===== config.mk =====
export PLATFORM = sky130hd
export DESIGN_NAME = gf_poly_area
export DESIGN_NICKNAME = d
export VERILOG_FILES = /design/src/rtl/gf_poly_area.sv
export SDC_FILE = /design/constraint.sdc
export NUM_CORES = 1
export LEC_CHECK = 0
export BUFFER_PORTS_ARGS = -buffer_cell sky130_fd_sc_hd__clkbuf_2
export CORE_ASPECT_RATIO = 1.1
export CORE_UTILIZATION = 40
export CTS_CLUSTER_SIZE = 10
export DETAILED_ROUTE_END_ITERATION = 10
export SLEW_MARGIN = 20
export SYNTH_ARGS = -nofsm -noshare
export SYNTH_HDL_FRONTEND = slang
export SYNTH_SLANG_ARGS = --single-unit
export TNS_END_PERCENT = 50

===== constraint.sdc =====
create_clock -name clk -period 8.85 [get_ports clk]
set_clock_uncertainty 0.15 [all_clocks]
set_input_delay 0.4425 -clock clk [delete_from_list [all_inputs] [get_ports clk]]
set_output_delay 0.4425 -clock clk [all_outputs]
set_load 0.01 [all_outputs]

===== src/rtl/gf_poly_area.sv =====
// Polygon area engine: buffers NPTS vertices, accumulates the shoelace sum,
// then replays the vertices counter-clockwise from the lowest-leftmost vertex.
module gf_poly_area #(
    parameter int unsigned COORD_W = 10,
    parameter int unsigned NPTS    = 4,
    parameter int unsigned AREA_W  = 2 * COORD_W + 5
) (
    input  logic                clk,
    input  logic                rst_n,
    input  logic                in_valid,
    input  logic [COORD_W-1:0]  in_x,
    input  logic [COORD_W-1:0]  in_y,
    output logic                out_valid,
    output logic [COORD_W-1:0]  out_x,
    output logic [COORD_W-1:0]  out_y,
    output logic [AREA_W-1:0]   out_area
);

    localparam int unsigned IDX_W    = $clog2(NPTS);
    localparam int unsigned PROD_W   = 2 * COORD_W;
    localparam int unsigned ACC_MIN  = 2 * COORD_W + 3;
    localparam int unsigned ACC_GROW = 2 * COORD_W + 2 + IDX_W;
    // Wide enough that no partial sum can wrap, even for self-crossing input.
    localparam int unsigned ACC_W    = (ACC_GROW > ACC_MIN) ? ACC_GROW : ACC_MIN;
    localparam logic [IDX_W-1:0] LAST = IDX_W'(NPTS - 1);

    typedef enum logic [1:0] {IDLE, LOAD, CLOSE, OUT} state_t;

    state_t                    state;
    logic [IDX_W-1:0]          cnt;
    logic [IDX_W-1:0]          anchor;
    logic [IDX_W-1:0]          idx;
    logic [COORD_W-1:0]        anc_x, anc_y;
    logic [COORD_W-1:0]        prev_x, prev_y;
    logic signed [ACC_W-1:0]   acc;
    logic                      dir_neg;

    logic [COORD_W-1:0]        vbuf_x [NPTS];
    logic [COORD_W-1:0]        vbuf_y [NPTS];

    logic                      wr_c;
    logic [IDX_W-1:0]          wr_idx_c;
    logic [PROD_W-1:0]         pa_c, pb_c, ca_c, cb_c;
    logic signed [ACC_W-1:0]   load_c;
    logic signed [ACC_W-1:0]   close_c;
    logic [ACC_W-1:0]          mag_c;
    logic                      better_c;

    function automatic logic [IDX_W-1:0] step_idx(input logic [IDX_W-1:0] i, input logic neg);
        if (neg)
            return (i == '0) ? LAST : i - 1'b1;
        else
            return (i == LAST) ? '0 : i + 1'b1;
    endfunction

    // Cross-product terms for the incoming edge and the closing edge.
    always_comb begin
        wr_c     = in_valid && (state == IDLE || state == LOAD);
        wr_idx_c = (state == IDLE) ? '0 : cnt;
        pa_c     = PROD_W'(prev_x) * PROD_W'(in_y);
        pb_c     = PROD_W'(in_x) * PROD_W'(prev_y);
        ca_c     = PROD_W'(prev_x) * PROD_W'(vbuf_y[0]);
        cb_c     = PROD_W'(vbuf_x[0]) * PROD_W'(prev_y);
        load_c   = acc + $signed(ACC_W'(pa_c)) - $signed(ACC_W'(pb_c));
        close_c  = acc + $signed(ACC_W'(ca_c)) - $signed(ACC_W'(cb_c));
        mag_c    = close_c[ACC_W-1] ? ACC_W'(-close_c) : ACC_W'(close_c);
        better_c = (in_y < anc_y) || ((in_y == anc_y) && (in_x < anc_x));
    end

    // Vertex storage; contents are don't-care until written.
    always_ff @(posedge clk) begin
        if (wr_c) begin
            vbuf_x[wr_idx_c] <= in_x;
            vbuf_y[wr_idx_c] <= in_y;
        end
    end

    always_ff @(posedge clk or negedge rst_n) begin
        if (!rst_n) begin
            state     <= IDLE;
            cnt       <= '0;
            anchor    <= '0;
            idx       <= '0;
            anc_x     <= '0;
            anc_y     <= '0;
            prev_x    <= '0;
            prev_y    <= '0;
            acc       <= '0;
            dir_neg   <= 1'b0;
            out_valid <= 1'b0;
            out_x     <= '0;
            out_y     <= '0;
            out_area  <= '0;
        end else begin
            case (state)
                IDLE: begin
                    if (in_valid) begin
                        prev_x <= in_x;
                        prev_y <= in_y;
                        anc_x  <= in_x;
                        anc_y  <= in_y;
                        anchor <= '0;
                        acc    <= '0;
                        cnt    <= IDX_W'(1);
                        state  <= LOAD;
                    end
                end
                LOAD: begin
                    if (in_valid) begin
                        prev_x <= in_x;
                        prev_y <= in_y;
                        acc    <= load_c;
                        if (better_c) begin
                            anchor <= cnt;
                            anc_x  <= in_x;
                            anc_y  <= in_y;
                        end
                        if (cnt == LAST) begin
                            cnt   <= '0;
                            state <= CLOSE;
                        end else begin
                            cnt <= cnt + 1'b1;
                        end
                    end
                end
                CLOSE: begin
                    // Degenerate (zero) sum keeps the forward direction.
                    dir_neg   <= close_c[ACC_W-1];
                    acc       <= close_c;
                    out_valid <= 1'b1;
                    out_x     <= vbuf_x[anchor];
                    out_y     <= vbuf_y[anchor];
                    out_area  <= AREA_W'(mag_c >> 1);
                    idx       <= step_idx(anchor, close_c[ACC_W-1]);
                    cnt       <= '0;
                    state     <= OUT;
                end
                OUT: begin
                    if (cnt == LAST) begin
                        out_valid <= 1'b0;
                        out_x     <= '0;
                        out_y     <= '0;
                        out_area  <= '0;
                        cnt       <= '0;
                        state     <= IDLE;
                    end else begin
                        out_x <= vbuf_x[idx];
                        out_y <= vbuf_y[idx];
                        idx   <= step_idx(idx, dir_neg);
                        cnt   <= cnt + 1'b1;
                    end
                end
                default: state <= IDLE;
            endcase
        end
    end

endmodule


==> run summary <==
CP max FO = 21
Cells after Synth = 2667
Crit start category = flop
Antenna Violating Nets Remaining = 0
Final Critical Period = 8.53 ns
RSZ-0062 raised after global routing = no
IO Count = 69
Initial Util = 40.5%
Predominant post-synthesis flop cell = dfrtp_1
Critical Path RT = 9.03 ns
Worst slew pin tran = 1.19 ns
TritonCTS Buffers = 17
Distinct cells, synth = 101
Rel. slew slack = 20.7%
Avg WL per Cell = 20.1 um
Clk Latency, worst-skew pair = 0.48 ns
Clk slew on worst S/H paths = 0.08 ns
Synthesized cell area = 0.0258 mm^2
Worst min path class = input pin to flop
Die Span Y = 268 um
Die width = 244 um
Yosys warnings = 0
PortBufs = 66
Core ar. = 0.0637 mm^2
Setup_tns = 0 ns
CP endpoint kind = flop
HPWL after detailed placement = 56.4 mm
Share of cells above drive strength 1 = 11.2%
Share of the synthesized area in the top cell type = 22.3%
TritonCTS clock tree = yes
Largest net degree at the start of global routing = 61
Fill cell count = 6072
H-tree depth = 4
Clk buf depth = 2
Setup violations, final = 0
Sequential-to-total area share from yosys stat = 20.6%
GRT Total Usage = 22.0%
First-pass DRT Iterations = 5
TritonCTS Sinks = 197
Vias per std cell = 5.42
WP data arrival = 8.70 ns
Std-Cell Rows = 97
Die Area = 0.0656 mm^2
Post-layout net count = 3296
Residual DRC = 0
Status = complete, no violations
Async SR Flop Fraction = 59.4%
RD Place Congestion = 0.893
Area Overhead vs Synth = 7.80%
Critical path class = flop to flop
Post-synth EDFFs = 80
Synth area leader = fa_1
Iteration-0 DRC Markers = 1214
Mean area per synthesized cell = 9.68 um^2
First-pass GRT wire length = 111 mm
CP peak stage delay = 0.79 ns
Root Driver = clkbuf_16
Grt ovf = 0
Worst Path Buf+Inv = 4
Final Max Tran Viols = 0
Achievable Freq = 117 MHz
Vias in the first global route = 19.6k
Hold Violations, Final = 0
Largest delay share family, worst path = adder cells
Synth top area cells = fa_1 (22%), ha_1 (14%), dfrtp_1 (11%), edfxtp_1 (9.3%), inv_1 (5.4%)
Initial antenna violation count = 0
Yosys reg bits = 197
CP max-delay cell = edfxtp_1
Max cap viols = 0
Vias = 19.2k
Drt total wl = 71.1 mm
Final Cycle Share = 96.3%
## Yosys cell counts (6+ instances only)
cell and n:
a211oi_1 10, a21boi_0 6, a21o_1 28, a21oi_1 92, a22oi_1 17, a31oi_1 8, and2_1 215, and3_1 6
buf_1 14, buf_4 6, clkbuf_1 102, dfrtp_1 117, edfxtp_1 80, fa_1 288, ha_1 296, inv_1 369
mux2_2 41, mux2i_1 26, mux4_2 40, nand2_1 318, nand2b_1 17, nand3_1 32, nand4_1 9, nor2_1 81
nor2b_1 24, nor3_1 34, o2111ai_1 6, o211ai_1 7, o21ai_0 101, o21ai_1 16, o21bai_1 14, or3_1 10
xnor2_1 81, xor2_1 37
## routing by layer
layer	vias up	GRT usage, %	wire length (um)
met5	-	0	0
met4	0	7.23	1900
met3	91	1.96	2630
met2	420	39.3	36800
met1	9867	27.9	29700
li1	8844	-	-
## sequential cells by signal, indices dropped and copies added (netlist names), 10 cells and up
register  cells
acc          24
anc_x        10
anc_y        10
out_area     23
out_x        10
out_y        10
prev_x       10
prev_y       10
vbuf_x       40
vbuf_y       40
## worst paths after layout
kind / from / endpoint / slack (ns) / depth (start not counted)
max: vbuf_x[0][3] / out_area[12] / 0.32 / 31
min: in_valid / cnt[0] / 0.30 / 3
max reg2reg: vbuf_x[0][3] / out_area[12] / 0.32 / 31
min reg2reg: out_valid / out_valid / 0.33 / 2
max in group asynchronous: rst_n / out_area[12] / 6.68 / 3
min in group asynchronous: rst_n / out_y[6] / 0.45 / 2
## layout by cell type (no fill, tap or decap), drive strengths merged, types with 5 or more instances in the layout
master and n:
a211oi 13, a21boi 7, a21o 30, a21oi 96, a22oi 18, a31o 5
a31oi 9, and2 216, and3 8, buf 65, clkbuf 82, dfrtp 117
edfxtp 80, fa 288, ha 296, inv 380, mux2 41, mux2i 26
mux4 40, nand2 319, nand2b 17, nand3 32, nand4 9, nor2 81
nor2b 25, nor3 36, nor4 5, o2111ai 7, o211ai 8, o21ai 121
o21bai 15, or3 11, xnor2 82, xor2 39
## worst register-to-register path, delay by kind of cell, from the launching register on
family	cells	cell delay, ns
XOR/XNOR	3	0.69
flip-flops	1	0.79
AND/OR/NAND/NOR	3	0.32
AO/OA/AOI/OAI	13	2.56
buffers and inverters	4	0.44
adder cells (fa/ha/maj)	8	3.43
## area by class of cell
class	count	area (um^2)	area share (%)
multi-input cells	1973	18600	66.8
well taps	841	1050	3.78
repair buffers	131	823	2.96
flip-flops and latches	197	5340	19.2
clock inverters	15	208	0.746
diodes	1	2.50	0.00899
clock buffers	17	425	1.53
inverters	369	1390	4.98
## stage by stage
stage	util, %	std cells	hold WS (ns)	worst slack (ns)	cell area, um^2
after floorplan	-	2668	-0.00309	1.06	25800
after global placement	42.6	3505	0.310	0.341	27100
after detailed placement	42.6	3505	0.313	0.239	27100
after CTS	43.6	3538	0.272	0.173	27800
after global routing	43.7	3543	0.301	0.0335	27800
final	43.7	3544	0.305	0.324	27800
## timing repair
item,CTS,global route
setup endpoints to repair,0,24
endpoints found under the hold margin,57,0
gates resized for setup,0,6
setup buffers,0,5
hold buffers,1,0
## cells by family after synthesis
family	count (synthesis)	share of synthesized area, %
flip-flops	197	20.6
AO/OA/AOI/OAI	375	9.45
buffers and inverters	498	7.48
AND/OR/NAND/NOR	784	15.2
other	1	0.0145
XOR/XNOR	121	4.24
adder cells (fa/ha/maj)	584	36.7
multiplexers	107	6.29
Power is not shown: default switching activity piles up to over one toggle a cycle in this logic, so the estimate is an artifact.
